===== src/rtl/sp_comma_align_if.sv =====
// Receive-side bundle for the comma aligner: serial bit in, aligned symbol
// and status out.
interface sp_comma_align_if;
    logic       IS;
    logic [9:0] OP;
    logic       VALID;
    logic       COMMA;
    logic       LOCKED;

    modport master (
        output IS,
        input  OP,
        input  VALID,
        input  COMMA,
        input  LOCKED
    );

    modport slave (
        input  IS,
        output OP,
        output VALID,
        output COMMA,
        output LOCKED
    );
endinterface


===== src/rtl/sp_comma_align.sv =====
// Serial-to-parallel 8b/10b receiver front end: deserialises LSB first, aligns
// to K28.5 commas and tracks lock, dropping it after repeated misplaced commas.
module sp_comma_align #(
    parameter logic [9:0] COMMA_NEG = 10'h17C,
    parameter logic [9:0] COMMA_POS = 10'h283,
    parameter int         MAX_ERR   = 4
) (
    input  logic             CLOCK,
    input  logic             RESET,
    sp_comma_align_if.slave  io
);

    localparam int                ERR_W       = $clog2(MAX_ERR + 1);
    localparam logic [ERR_W-1:0]  ERR_LAST    = ERR_W'(MAX_ERR - 1);
    localparam logic [0:0]        ST_UNLOCKED = 1'b0;
    localparam logic [0:0]        ST_LOCKED   = 1'b1;

    logic [9:0]       r_sr;
    logic [3:0]       r_cnt;
    logic [ERR_W-1:0] r_err;
    logic [0:0]       r_state;
    logic [9:0]       r_op;
    logic             r_valid;
    logic             r_comma;
    logic             r_locked;

    logic             w_match;
    logic [9:0]       w_sr_nxt;
    logic [3:0]       w_cnt_nxt;
    logic [ERR_W-1:0] w_err_nxt;
    logic [0:0]       w_state_nxt;
    logic [9:0]       w_op_nxt;
    logic             w_valid_nxt;
    logic             w_comma_nxt;
    logic             w_locked_nxt;

    // Comma detect on the symbol window held before the current edge.
    always_comb begin
        w_match = (r_sr == COMMA_NEG) || (r_sr == COMMA_POS);
    end

    // Next-state decode for alignment, lock tracking and symbol output.
    always_comb begin
        w_sr_nxt     = {io.IS, r_sr[9:1]};
        w_cnt_nxt    = (r_cnt == 4'd9) ? 4'd0 : (r_cnt + 4'd1);
        w_err_nxt    = r_err;
        w_state_nxt  = r_state;
        w_op_nxt     = r_op;
        w_valid_nxt  = 1'b0;
        w_comma_nxt  = 1'b0;
        w_locked_nxt = r_locked;

        case (r_state)
            ST_UNLOCKED: begin
                w_locked_nxt = 1'b0;
                if (w_match) begin
                    // A comma at any offset defines the new boundary; the
                    // counter restarts so it reads 0 ten edges from now.
                    w_op_nxt     = r_sr;
                    w_valid_nxt  = 1'b1;
                    w_comma_nxt  = 1'b1;
                    w_locked_nxt = 1'b1;
                    w_cnt_nxt    = 4'd1;
                    w_err_nxt    = {ERR_W{1'b0}};
                    w_state_nxt  = ST_LOCKED;
                end else begin
                    w_state_nxt  = ST_UNLOCKED;
                end
            end
            ST_LOCKED: begin
                if (r_cnt == 4'd0) begin
                    w_op_nxt    = r_sr;
                    w_valid_nxt = 1'b1;
                    w_comma_nxt = w_match;
                    if (w_match) begin
                        w_err_nxt = {ERR_W{1'b0}};
                    end else begin
                        w_err_nxt = r_err;
                    end
                end else if (w_match) begin
                    // Misplaced comma: count it, give up lock on the last one
                    // without realigning to it.
                    if (r_err == ERR_LAST) begin
                        w_err_nxt    = {ERR_W{1'b0}};
                        w_locked_nxt = 1'b0;
                        w_state_nxt  = ST_UNLOCKED;
                    end else begin
                        w_err_nxt    = r_err + ERR_W'(1);
                    end
                end else begin
                    w_err_nxt = r_err;
                end
            end
            default: begin
                w_err_nxt    = {ERR_W{1'b0}};
                w_locked_nxt = 1'b0;
                w_state_nxt  = ST_UNLOCKED;
            end
        endcase
    end

    // State and output registers; reset discards any partial symbol.
    always_ff @(posedge CLOCK or posedge RESET) begin
        if (RESET) begin
            r_sr     <= 10'd0;
            r_cnt    <= 4'd0;
            r_err    <= {ERR_W{1'b0}};
            r_state  <= ST_UNLOCKED;
            r_op     <= 10'd0;
            r_valid  <= 1'b0;
            r_comma  <= 1'b0;
            r_locked <= 1'b0;
        end else begin
            r_sr     <= w_sr_nxt;
            r_cnt    <= w_cnt_nxt;
            r_err    <= w_err_nxt;
            r_state  <= w_state_nxt;
            r_op     <= w_op_nxt;
            r_valid  <= w_valid_nxt;
            r_comma  <= w_comma_nxt;
            r_locked <= w_locked_nxt;
        end
    end

    assign io.OP     = r_op;
    assign io.VALID  = r_valid;
    assign io.COMMA  = r_comma;
    assign io.LOCKED = r_locked;

endmodule


===== src/flat_wrapper.sv =====
// flat-port wrapper written by rule: the top's interface ports become plain ports
module sp_comma_align_flat 
#(
    parameter logic [9:0] COMMA_NEG = 10'h17C,
    parameter logic [9:0] COMMA_POS = 10'h283,
    parameter int         MAX_ERR   = 4
)
  (CLOCK, RESET, io_IS, io_OP, io_VALID, io_COMMA, io_LOCKED);
  sp_comma_align_if io_i ();
  input  logic CLOCK;
  input  logic RESET;
  input wire logic [$bits(io_i.IS)-1:0] io_IS;
  output wire logic [$bits(io_i.OP)-1:0] io_OP;
  output wire logic [$bits(io_i.VALID)-1:0] io_VALID;
  output wire logic [$bits(io_i.COMMA)-1:0] io_COMMA;
  output wire logic [$bits(io_i.LOCKED)-1:0] io_LOCKED;
  assign io_i.IS = io_IS;
  assign io_OP = io_i.OP;
  assign io_VALID = io_i.VALID;
  assign io_COMMA = io_i.COMMA;
  assign io_LOCKED = io_i.LOCKED;
  sp_comma_align #(.COMMA_NEG(COMMA_NEG), .COMMA_POS(COMMA_POS), .MAX_ERR(MAX_ERR)) u_core (.CLOCK(CLOCK), .RESET(RESET), .io(io_i));
endmodule

===== config.mk =====
export PLATFORM = sky130hd
export DESIGN_NAME = sp_comma_align_flat
export DESIGN_NICKNAME = d
export VERILOG_FILES = /design/src/rtl/sp_comma_align_if.sv /design/src/rtl/sp_comma_align.sv /design/src/flat_wrapper.sv
export SDC_FILE = /design/constraint.sdc
export NUM_CORES = 1
export LEC_CHECK = 0
export ABC_AREA = 1
export CAP_MARGIN = 15
export CORE_ASPECT_RATIO = 0.7
export CORE_MARGIN = 3
export CORE_UTILIZATION = 57
export DETAILED_ROUTE_END_ITERATION = 16
export GPL_TIMING_DRIVEN = 0
export PLACE_DENSITY = 0.88
export SLEW_MARGIN = 20
export SYNTH_ARGS = -nofsm -noshare
export SYNTH_HDL_FRONTEND = slang
export SYNTH_SLANG_ARGS = --single-unit

===== constraint.sdc =====
create_clock -name CLOCK -period 2.76 [get_ports CLOCK]
set_input_delay 0.69 -clock CLOCK [delete_from_list [all_inputs] [get_ports CLOCK]]
set_output_delay 0.69 -clock CLOCK [all_outputs]
set_load 0.02 [all_outputs]

== Yosys cells after proc, flatten, opt, wreduce, memory -nomap -nowiden ==
Cells that the tools add are included.
Widths: inputs -> output; s select.
Operators by class
  add/sub/neg operators: 2
  equality and inequality tests: 10
  multiplexer cells: 24
  bitwise logic cells: 1
  reductions and logical operators: 4
Operators with widths (count)
  $mux 10: 2
  $pmux 10 s2: 1
  $mux 3: 4
  $mux 4: 3
  $eq 10x10->1 const B: 1
  $eq 10x9->1 const B: 1
  $mux 1: 9
  $ne 2x2->1 const B: 4
  $pmux 1 s2: 4
  $pmux 3 s2: 1
  $add 4x1->4 const B: 1
  $eq 4x4->1 const B: 1
  $logic_not 4->1: 1
  $add 3x1->3 const B: 1
  $eq 3x2->1 const B: 1
  $ne 3x3->1 const B: 1
  $reduce_and 3->1: 1
  $ne 2x1->1 const B: 1
  $reduce_and 2->1: 1
  $logic_or 1x1->1: 1
  $not 1->1: 1
Storage, ports and cells
  bits in registers: 31
  bits of input ports: 3
  word-level logic and storage cells: 49

== Depth between registers and ports, before layout ==
Gate-level depths: netlist of run 1.
  word-level depth: 5
  gate-level depth with buffers: 9

== Worst setup path after synthesis of run 1 ==
Ideal clock, no wire load.
  kind: register to register
  start point: register u_core.r_sr[6]
  end point: register u_core.r_op[0], in the netlist u_core.io.OP[0]
  arrival time: 1.034 ns
  path slack: 1.609 ns
  stages on the path, launching flop included: 10
  buffers on the path: 1
  period minus slack after synthesis: 1.151 ns
  cells stage by stage: dfrtp_1 -> inv_1 -> nand2_1 -> nor2_1 -> nand3_2 -> nand2_1 -> nand2_2 -> buf_6 -> nand3_1 -> nand2_1
On the way
  cells in the longest elaborated chain, start to end: 4
  elaborated cells between the ends (all ways): 5
  those cells by class: eq/ne (3); reduce/logical (2)
RTL lines
  from (decl): line sp_comma_align.sv:18  | logic [9:0] r_sr;
  from (signal assigned): line sp_comma_align.sv:114  | r_sr <= w_sr_nxt;
  $eq 10x9->1 / $eq 10x10->1 (equally long branches): line sp_comma_align.sv:39  | w_match = (r_sr == COMMA_NEG) || (r_sr == COMMA_POS);
  $logic_or 1x1->1 (*): line sp_comma_align.sv:39
  $ne 2x1->1 (no line) (*)
  $reduce_and 2->1 (no line) (*)
  to (signal assigned): line sp_comma_align.sv:118  | r_op <= w_op_nxt;
  to (decl): line sp_comma_align.sv:22  | logic [9:0] r_op;
Every way passes the cells marked *; elsewhere a longest branch is shown, timed or not.
A chain may end at the register's enable or synchronous reset.

== Worst setup path after layout of run 1 ==
  start point: register u_core.r_op[3], in the netlist u_core.io.OP[3]
  end point: output io_OP[3]
RTL lines
  to (decl): line flat_wrapper.sv:13  | output wire logic [$bits(io_i.OP)-1:0] io_OP;
No word-level cell between the ends.

==> impl_metrics.toml, run 1 <==
[run_status]
outcome = "finished clean"

[cts]
cts_made_buffers = 5
insertion_delay_ns = 0.33
cts_tree = "built"
cts_setup_buffers = 0
clk_path_buf_depth = 2
cts_sinks = 31
cts_resized = 0
cts_root_buffer = "clkbuf_4"
htreeDepth = 2
ctsHoldBuffers = 0
path_clk_slew_ns = 0.09

[place]
io_buffers = 15
gp_congestion = 0.775
dp_hpwl_um = 1680

[setup_path]
cp_cell_sequence = "clkdlybuf4s50_1"
critPathBufInv = 1
rr_worst_depth = 9
max_stage_delay_ns = 0.62
worst-setup-path-type = "reg -> out"
cp_slowest_cell = "clkdlybuf4s50_1"
cp_top_family = "buffers and inverters"
r2r_slack_ns = 1.42
cp.required_ns = 2.07
cp_max_fo = 2
critical_path_arrival_ns = 1.30
r2r-end = "u_core.io.OP[0]"
startpoint_type = "flip-flop"
timing.rr.start = "u_core.r_sr[8]"
worst_setup_path_end_kind = "output pin"

[yosys]
synth_cell_types = 16
yosys_register_bits = 31
postSynthAreaPerCell_um2 = 8.98
ys_warn_count = 0
seq_area_frac_synth = 0.600
netlist_area_um2 = 1290
synthCells = 144
syn_nets = 148

[grt]
grt_pass1_wl_um = 4090
antenna_found_initial = 0
track_usage = 0.195
grt_pass1_vias = 912
grt_max_degree = 32
overflow = 0

[route]
ant_nets = 0
wire_per_inst_um = 12.0
dr.pass1.iters = 4
routed_via_density = 5.07
post-route-drc-count = 0
drt_iter0_markers = 83
totalWireLength_um = 2370
vias = 999

[worst_hold_path]
min_path_cells = 0
min_to = "u_core.r_sr[4]"
hold_class = "reg -> reg"
hp-start = "u_core.r_sr[5]"

[power_and_ir_drop]
pwr_density_cell_nw_per_um2 = 887
ir_drop_mv = 0.461
p_leak_nw = 0.808
total_power_mw = 1.37

[layout]
area_growth_pct = 19.8
layout_common_cells = "nand2_1 (31), dfrtp_1 (31), nand3_1 (25)"
drive_above_1_share = 0.0958
final_core_util = 0.774
nNetsFinal = 170
antenna_cells = 0

[timing]
fin_skew_ns = 0.00361
clock.fmax_mhz = 502
slew_violations = 0
fin_tns_setup_ns = 0
tightest_slew_ns = 0.614
period_minus_slack_ns = 1.99
rsz0062_at_grt = "no"
finalHoldViolCount = 0
fin_crit_sh = 0.722
relSlewSlack = 0.590
setup_viol = 0

[floorplan]
io_pins = 16
dieArea_um2 = 2880
core_um2 = 2000
die_h_um = 45.8
initial_core_util = 0.646
die_x_um = 62.9
rows = 13

[run]
maxCapViolCount = 0
cell families after synthesis:
family	count (synthesis)	synth area share
adders and majority gates	1	0.00968
AOI/OAI and AO/OA	7	0.0271
buffers and inverters	24	0.0852
DFF	31	0.600
and+or+nand+nor	81	0.278
Yosys cell counts:
master	number	share of area
a21oi_1	3	0.012
buf_2	1	0.0039
buf_4	1	0.0058
buf_6	2	0.017
dfrtp_1	31	0.60
ha_1	1	0.0097
inv_1	19	0.055
inv_2	1	0.0029
nand2_1	31	0.090
nand2_2	1	0.0048
nand3_1	25	0.097
nand3_2	1	0.0077
nand4_1	3	0.015
nor2_1	19	0.055
nor2_4	1	0.0087
o21ai_0	4	0.015
area by class of cell:
type / count / area [um2]
Timing Repair Buffer: 15 / 150
Fill cell: 129 / 452
Tap cell: 30 / 37.5
Sequential cell: 31 / 776
Inverter: 20 / 75.1
Multi-Input combinational cell: 89 / 407
Buffer: 4 / 35.0
Clock buffer: 8 / 68.8
layer usage:
metal / wire, um / GRT usage
met5: 0 / 0
met4: 41 / 0.127
met3: 138 / 0.0617
met2: 1010 / 0.287
met1: 1170 / 0.255
where the power goes:
part	switching [mW]	internal, mW	total (mW)	leakage [nW]
clock	0.145	0.150	0.294	0.0386
combinational	0.240	0.204	0.443	0.397
sequential	0.0724	0.564	0.636	0.372
state kept, by name, summed over array words and instances (netlist names):
signal,flops
u_core.io.COMMA,1
u_core.r_cnt,4
u_core.io.OP,10
u_core.io.LOCKED,1
u_core.io.VALID,1
u_core.r_err,3
u_core.r_state,1
u_core.r_sr,10
metrics by stage:
step | area (um2) | cells | hold WS, ns | setup WS [ns]
finish | 1550 | 197 | 0.447 | 0.767
global route | 1550 | 197 | 0.457 | 0.715
CTS | 1550 | 197 | 0.445 | 0.761
detailed placement | 1480 | 189 | 0.427 | 0.689
global placement | 1480 | 189 | 0.418 | 0.738
floorplan | 1290 | 144 | 0.395 | 1.41
how the worst max path moves through the flow:
stage / end / slack (ns) / startpoint / depth (start not counted)
after CTS: io_OP[3] / 0.76 / u_core.io.OP[3] / 1
after global routing: io_OP[3] / 0.71 / u_core.io.OP[3] / 1
after floorplan: u_core.io.COMMA / 1.41 / RESET / 1
final: io_OP[3] / 0.77 / u_core.io.OP[3] / 1
after detailed placement: u_core.r_sr[2] / 0.69 / RESET / 2
after global placement: u_core.r_sr[9] / 0.74 / RESET / 2
(Power assumes the default switching activity.)
==> run 2: changes to the inputs <==
- CORE_UTILIZATION: 57 -> 53
- PLACE_DENSITY: 0.88 -> 0.83
- clock period: 2.76 -> 2 ns (I/O delays scaled with it)
==> run 2 against run 1 <==
Worst hold slack worse by 0.0082 ns; flip-flop and latch count is the same; clock-buffer cell count decreased by 1; largest power group unchanged; critical path type unchanged; combinational power up 37%; first-iteration DRC count shrank 57%; final cell count increased by 1.0%.
==> impl_metrics.toml, run 2 (synthesis results as in run 1) <==
[timing]
rsz0062_at_grt = "no"
tightest_slew_ns = 0.619
fin_skew_ns = 0.0107
slew_violations = 0
finalHoldViolCount = 0
relSlewSlack = 0.587
clock.fmax_mhz = 551
fin_tns_setup_ns = 0
period_minus_slack_ns = 1.81
setup_viol = 0
fin_crit_sh = 0.907

[layout]
seqCellArea_um2 = 776
antenna_cells = 0
drive_above_1_share = 0.0898
fin_cells = 199
multi_input_area_um2 = 407
layout_common_cells = "nand2_1 (31), dfrtp_1 (31), nand3_1 (25)"
nFillCells = 182
area_growth_pct = 18.6
nNetsFinal = 170

[grt]
antenna_found_initial = 0
grt_pass1_vias = 926
track_usage = 0.189
grt_max_degree = 32
overflow = 0
grt_pass1_wl_um = 4040

[cts]
cts_root_buffer = "clkbuf_4"
cts_sinks = 31
cts_made_buffers = 5
cts_setup_buffers = 0
clk_path_buf_depth = 2
path_clk_slew_ns = 0.09
cts_tree = "built"
htreeDepth = 2
ctsHoldBuffers = 0
insertion_delay_ns = 0.33
cts_resized = 0

[setup_path]
timing.rr.start = "u_core.r_cnt[1]"
cp_slowest_cell = "clkdlybuf4s50_1"
critical_path_arrival_ns = 1.31
cp_max_fo = 2
cp_top_family = "buffers and inverters"
max_stage_delay_ns = 0.61
startpoint_type = "flip-flop"
worst-setup-path-type = "reg -> out"
worst_setup_path_end_kind = "output pin"
cp.required_ns = 1.50
critPathBufInv = 1
cp_cell_sequence = "clkdlybuf4s50_1"
startpoint = "u_core.io.OP[3]"

[place]
gp_congestion = 0.741
placedCellCount = 191
io_buffers = 15
dp_hpwl_um = 1740

[power_and_ir_drop]
p_comb_frac = 0.334
total_power_mw = 1.81
intPower_mw = 1.20
p_sw_frac = 0.340
clockPowerShare = 0.181
ir_drop_mv = 0.702
p_leak_nw = 0.799
pwr-share-seq = 0.485
switching_power_mw = 0.616
pwr_density_cell_nw_per_um2 = 1180

[worst_hold_path]
hold_class = "reg -> reg"
hp-start = "u_core.r_sr[4]"

[floorplan]
rows = 14
die_h_um = 47.3
die_x_um = 65.0
io_pins = 16
dieArea_um2 = 3080
initial_core_util = 0.581
core_um2 = 2220

[route]
ant_nets = 0
dr.pass1.iters = 4
wire_per_inst_um = 12.1
totalWireLength_um = 2410
post-route-drc-count = 0
drt_iter0_markers = 36
vias = 1006
routed_via_density = 5.06

[run_status]
outcome = "finished clean"

[run]
maxCapViolCount = 0
## run 2: worst paths after layout
path	to	slack, ns	cells after the start
worst max-delay path	io_OP[3]	0.19	1
worst min-delay path	u_core.r_sr[3]	0.44	0
worst max register to register	u_core.io.OP[3]	0.64	6
worst min register to register	u_core.r_sr[3]	0.44	0
max in group asynchronous	u_core.r_err[1]	1.02	2
min in group asynchronous	u_core.r_sr[3]	0.57	2
## run 2: power groups by stage
stage          Combinational [mW]  Sequential (mW)  Clock (mW)
2_1_floorplan               0.212             1.01           0
3_3_place_gp                0.591            0.882           0
3_5_place_dp                0.612            0.891           0
4_1_cts                     0.614            0.878       0.342
5_1_grt                     0.663            0.899       0.381
6_report                    0.606            0.878       0.327
## run 2: metal layers
| metal | wire, um | global-route usage |
|---|---|---|
| met3 | 132 | 0.0694 |
| met4 | 46 | 0.124 |
| met2 | 1060 | 0.283 |
| met1 | 1160 | 0.238 |
| met5 | 0 | 0 |
## run 2: layout make-up
cell class / count / share of cell area
Clock buffer: 7 / 0.0294
Sequential cell: 31 / 0.506
Tap cell: 32 / 0.0261
Multi-Input combinational cell: 89 / 0.265
Buffer: 4 / 0.0229
Clock inverter: 1 / 0.00327
Inverter: 20 / 0.0490
Timing Repair Buffer: 15 / 0.0980
## run 2: metrics by stage
| step | cell area [um2] | utilization | hold WS [ns] | setup WS (ns) |
|---|---|---|---|---|
| after global routing | 1530 | 0.689 | 0.473 | 0.139 |
| after global placement | 1480 | 0.666 | 0.414 | 0.174 |
| after CTS | 1530 | 0.689 | 0.429 | 0.182 |
| final | 1530 | 0.689 | 0.438 | 0.187 |
| after floorplan | 1290 | - | 0.395 | 0.838 |
| after detailed placement | 1480 | 0.666 | 0.420 | 0.110 |
==> run 3: changes to the inputs <==
- CORE_MARGIN: 3 -> not set
- CORE_UTILIZATION: 53 -> 46
- GPL_TIMING_DRIVEN: 0 -> 1
- PLACE_DENSITY: 0.83 -> 0.74
==> run 3 against run 2 <==
Clock-buffer cell count up 1; first-iteration DRC count is 75% higher; global-route usage increased by 1.6 points; sequential power up 0.9%; largest power group unchanged; clock power rose by 64%; design area rose by 1.6%; final cell count is 0.50% lower; setup slack better by 0.052 ns; sequential share of layout area fell by 0.81 points; critical endpoint is now io_OP[2].
==> impl_metrics.toml, run 3 (synthesis results as in run 1) <==
[floorplan]
rows = 15
core_um2 = 2550
initial_core_util = 0.506
die_h_um = 46.4
io_pins = 16
die_x_um = 65.4
dieArea_um2 = 3030

[route]
ant_nets = 0
wire_per_inst_um = 12.9
vias = 1001
totalWireLength_um = 2560
post-route-drc-count = 0
drt_iter0_markers = 63
dr.pass1.iters = 4
maxUsedRoutingLayer = "met4"
met3_length_um = 93
routed_via_density = 5.06
route.met2.wl_um = 1110
wl_met1_um = 1290

[layout]
area_growth_pct = 20.5
final_core_util = 0.610
multi_input_area_um2 = 407
layout_common_cells = "nand2_1 (31), dfrtp_1 (31), nand3_1 (25)"
drive_above_1_share = 0.0732
nFillCells = 222
nNetsFinal = 167
final_area_um2 = 1560
antenna_cells = 0
seqCellArea_um2 = 776

[setup_path]
critical_path_arrival_ns = 1.26
cp_max_fo = 2
cp_slowest_cell = "clkdlybuf4s50_1"
cp.required_ns = 1.50
rr_worst_depth = 7
worst-setup-path-type = "reg -> out"
cp-endpoint = "io_OP[2]"
crit_cells = 1
worst_setup_path_end_kind = "output pin"
max_stage_delay_ns = 0.61
timing.rr.start = "u_core.r_cnt[1]"
startpoint = "u_core.io.OP[2]"
startpoint_type = "flip-flop"
r2r-end = "u_core.io.LOCKED"
r2r_slack_ns = 0.52
cp_cell_sequence = "clkdlybuf4s50_1"
critPathBufInv = 1
cp_top_family = "buffers and inverters"

[cts]
cts_tree = "built"
cts_resized = 0
cts_setup_buffers = 0
cts_made_buffers = 5
htreeDepth = 2
path_clk_slew_ns = 0.06
ctsHoldBuffers = 0
insertion_delay_ns = 0.28
cts_root_buffer = "clkbuf_8"
cts_sinks = 31
clk_path_buf_depth = 2

[timing]
finalHoldViolCount = 0
slew_violations = 0
setup_viol = 0
fin_tns_setup_ns = 0
fin_crit_sh = 0.880
clock.fmax_mhz = 568
fin_skew_ns = 0.00867
relSlewSlack = 0.671
rsz0062_at_grt = "no"
period_minus_slack_ns = 1.76
tightest_slew_ns = 0.493

[grt]
grt_max_degree = 32
antenna_found_initial = 0
grt_pass1_wl_um = 4230
overflow = 0
track_usage = 0.205
grt_pass1_vias = 909

[worst_hold_path]
hold_class = "reg -> reg"
hp-start = "u_core.r_sr[8]"

[place]
io_buffers = 15
gp_congestion = 0.814
dp_hpwl_um = 1710
place_area_um2 = 1460

[run_status]
outcome = "finished clean"

[power_and_ir_drop]
total_power_mw = 2.02
ir_drop_mv = 0.686
pwr_density_cell_nw_per_um2 = 1300
p_leak_nw = 0.808

[run]
maxCapViolCount = 0
[run 3: worst min-delay path by stage]
stage | to | slack, ns | depth (start not counted)
after global placement | u_core.r_sr[1] | 0.41 | 0
after floorplan | u_core.r_sr[2] | 0.39 | 0
after global routing | u_core.r_sr[1] | 0.46 | 0
after detailed placement | u_core.r_sr[2] | 0.41 | 0
final | u_core.r_sr[7] | 0.43 | 0
after CTS | u_core.r_sr[7] | 0.43 | 0
[run 3: per-layer routing]
metal,track usage,vias up
met3,0.0891,7
li1,-,494
met4,0.104,0
met5,0,-
met1,0.284,483
met2,0.272,17
[run 3: layout make-up]
| cell class | count | share of cell area |
|---|---|---|
| inverter | 20 | 0.0482 |
| multi-input combinational | 89 | 0.261 |
| clock buffer | 8 | 0.0643 |
| timing repair buffer | 16 | 0.101 |
| sequential | 31 | 0.498 |
| tap | 34 | 0.0273 |
[run 3: power by group]
| group | internal, mW | switching [mW] | leakage, nW | total [mW] |
|---|---|---|---|---|
| Combinational | 0.276 | 0.325 | 0.385 | 0.602 |
| Sequential | 0.780 | 0.107 | 0.372 | 0.886 |
| Clock | 0.314 | 0.221 | 0.0515 | 0.535 |
| Total | 1.37 | 0.653 | 0.808 | 2.02 |
[run 3: per-stage QoR]
step | hold WS (ns) | instances | setup slack [ns]
2_1_floorplan | 0.395 | 144 | 0.838
4_1_cts | 0.425 | 198 | 0.234
6_report | 0.428 | 198 | 0.239
5_1_grt | 0.457 | 198 | 0.200
3_5_place_dp | 0.412 | 190 | 0.543
3_3_place_gp | 0.407 | 190 | 0.554
==> edit, RTL diff (flow settings as in run 2) <==
Make the reset (`RESET`) synchronous in one clocked block.
--- a/src/rtl/sp_comma_align.sv
+++ b/src/rtl/sp_comma_align.sv
@@ -100,7 +100,7 @@
     end
 
     // State and output registers; reset discards any partial symbol.
-    always_ff @(posedge CLOCK or posedge RESET) begin
+    always_ff @(posedge CLOCK) begin
         if (RESET) begin
             r_sr     <= 10'd0;
             r_cnt    <= 4'd0;
Function: differs if RESET is asserted again (counterexample within 10 cycles, from zero or initial values and one cycle with RESET high); with RESET held inactive, the same outputs for 10 cycles.
==> edit against run 2 <==
  * Register-to-register slack improved by 50 ps
  * Clock skew barely moved
  * First-iteration DRC count rose by 94%
  * Wire length fell by 4.3%
  * Sequential cell count did not move
  * Cell count rose by 9.0%
  * Area after synthesis fell by 5.8%
  * Cell area fell by 5.1%
  * Non-clock buffer count rose by 2
  * Critical path depth did not move
  * Utilization rose by 3.2 points
  * Worst setup slack improved by 16 ps
  * Critical path type unchanged
Power is not compared: it rests on default switching activity, and its combinational part moved more than twofold at a synthesized area within 25%.
==> edit: results (changes against run 2) <==
\begin{tabular}{lr}
\hline
Metric & Value \\
\hline
\multicolumn{2}{l}{\textbf{Worst setup path}} \\
\quad Depth of the worst register-to-register path & 8 (+2) \\
\quad Crit path to & io\_OP[9] \\
\quad Capturing point of the worst reg2reg path & u\_core.r\_cnt[3] \\
\quad Beginning of the critical path & u\_core.io.OP[9] \\
\quad Setup slack of the worst register-to-register path & 690 ps (+50 ps) \\
\multicolumn{2}{l}{\textbf{Placement}} \\
\quad Setup WS pre-CTS & 179 ps (+68.9 ps) \\
\quad Detailed placement HPWL & 1.76 mm (+1.1\%) \\
\quad Routability-driven placement congestion ratio & 0.801 (+8.2\%) \\
\quad Cell count after placement & 209 (+9.4\%) \\
\quad Post-placement cell area & 1410 sq um (-5.2\%) \\
\multicolumn{2}{l}{\textbf{Yosys}} \\
\quad Cells after synthesis & 164 (+14\%) \\
\quad Net Count, Synth & 168 (+14\%) \\
\quad Netlist cell types & 18 (+2) \\
\quad Cell types occupying the most area after synthesis & sky130\_fd\_sc\_hd\_\_dfxtp\_1, sky130\_fd\_sc\_hd\_\_nor2\_1, sky130\_fd\_sc\_hd\_\_nand2\_1 \\
\multicolumn{2}{l}{\textbf{Power}} \\
\quad Worst IR Drop VDD & 0.484 mV \\
\quad Pwr Total & roughly 0.001 W \\
\multicolumn{2}{l}{\textbf{Min path}} \\
\quad Hold path depth & 2 (+2) \\
\quad Min-Delay Endpoint & u\_core.r\_err[2] \\
\quad Startpoint of the most critical hold path & u\_core.r\_err[2] \\
\multicolumn{2}{l}{\textbf{Global routing}} \\
\quad Number of global-route vias before repair & 965 (+4.2\%) \\
\quad Maximum number of pins on one net before global-route repair & 11 (-66\%) \\
\multicolumn{2}{l}{\textbf{Drt}} \\
\quad Number of design-rule violations left by the first detailed-router iteration & 70 (+94\%) \\
\quad Wire length reported by the detailed router & 2.30 mm (-4.3\%) \\
\quad Detailed-route vias per instance & 4.84 (-4.2\%) \\
\multicolumn{2}{l}{\textbf{Final layout}} \\
\quad Combined area of the multi-input logic cells & 474 sq um (+17\%) \\
\quad Net count of the finished layout & 190 (+12\%) \\
\quad Total of fill cells in the finished design & 174 (-4.4\%) \\
\multicolumn{2}{l}{\textbf{Timing}} \\
\quad Worst clock skew & 10.4 ps (-0.246 ps) \\
\quad Worst slew pin tran & 399 ps (-220 ps) \\
\multicolumn{2}{l}{\textbf{Outcome}} \\
\quad Run status & completed \\
\hline
\end{tabular}
==> edit: area by class of cell <==
class / count / share of cell area, %
plain buffers: 6 / 2.75
well taps: 30 / 2.58
clock buffers: 7 / 3.10
multi-input cells: 105 / 32.6
flip-flops and latches: 31 / 42.6
clock inverters: 1 / 0.344
repair buffers: 15 / 10.3
inverters: 22 / 5.67
==> edit: logic make-up (layout without fill, tap and decap cells) <==
logic type,Yosys count,after routing,share of synthesized area [%]
AO/OA/AOI/OAI,16,16,6.58
XOR/XNOR,2,2,1.44
adder cells (fa/ha/maj),1,1,1.03
buffers and inverters,28,51,10.1
flip-flops,31,31,51.0
AND/OR/NAND/NOR,86,86,29.9
==> edit: per-layer routing <==
layer / routed length [um] / global-route usage, % / part of all wire, %
met2: 1050 / 31.2 / 46
met5: 0 / 0 / 0
met3: 150 / 6.83 / 6.5
met4: 31 / 9.01 / 1.3
met1: 1070 / 23.5 / 46
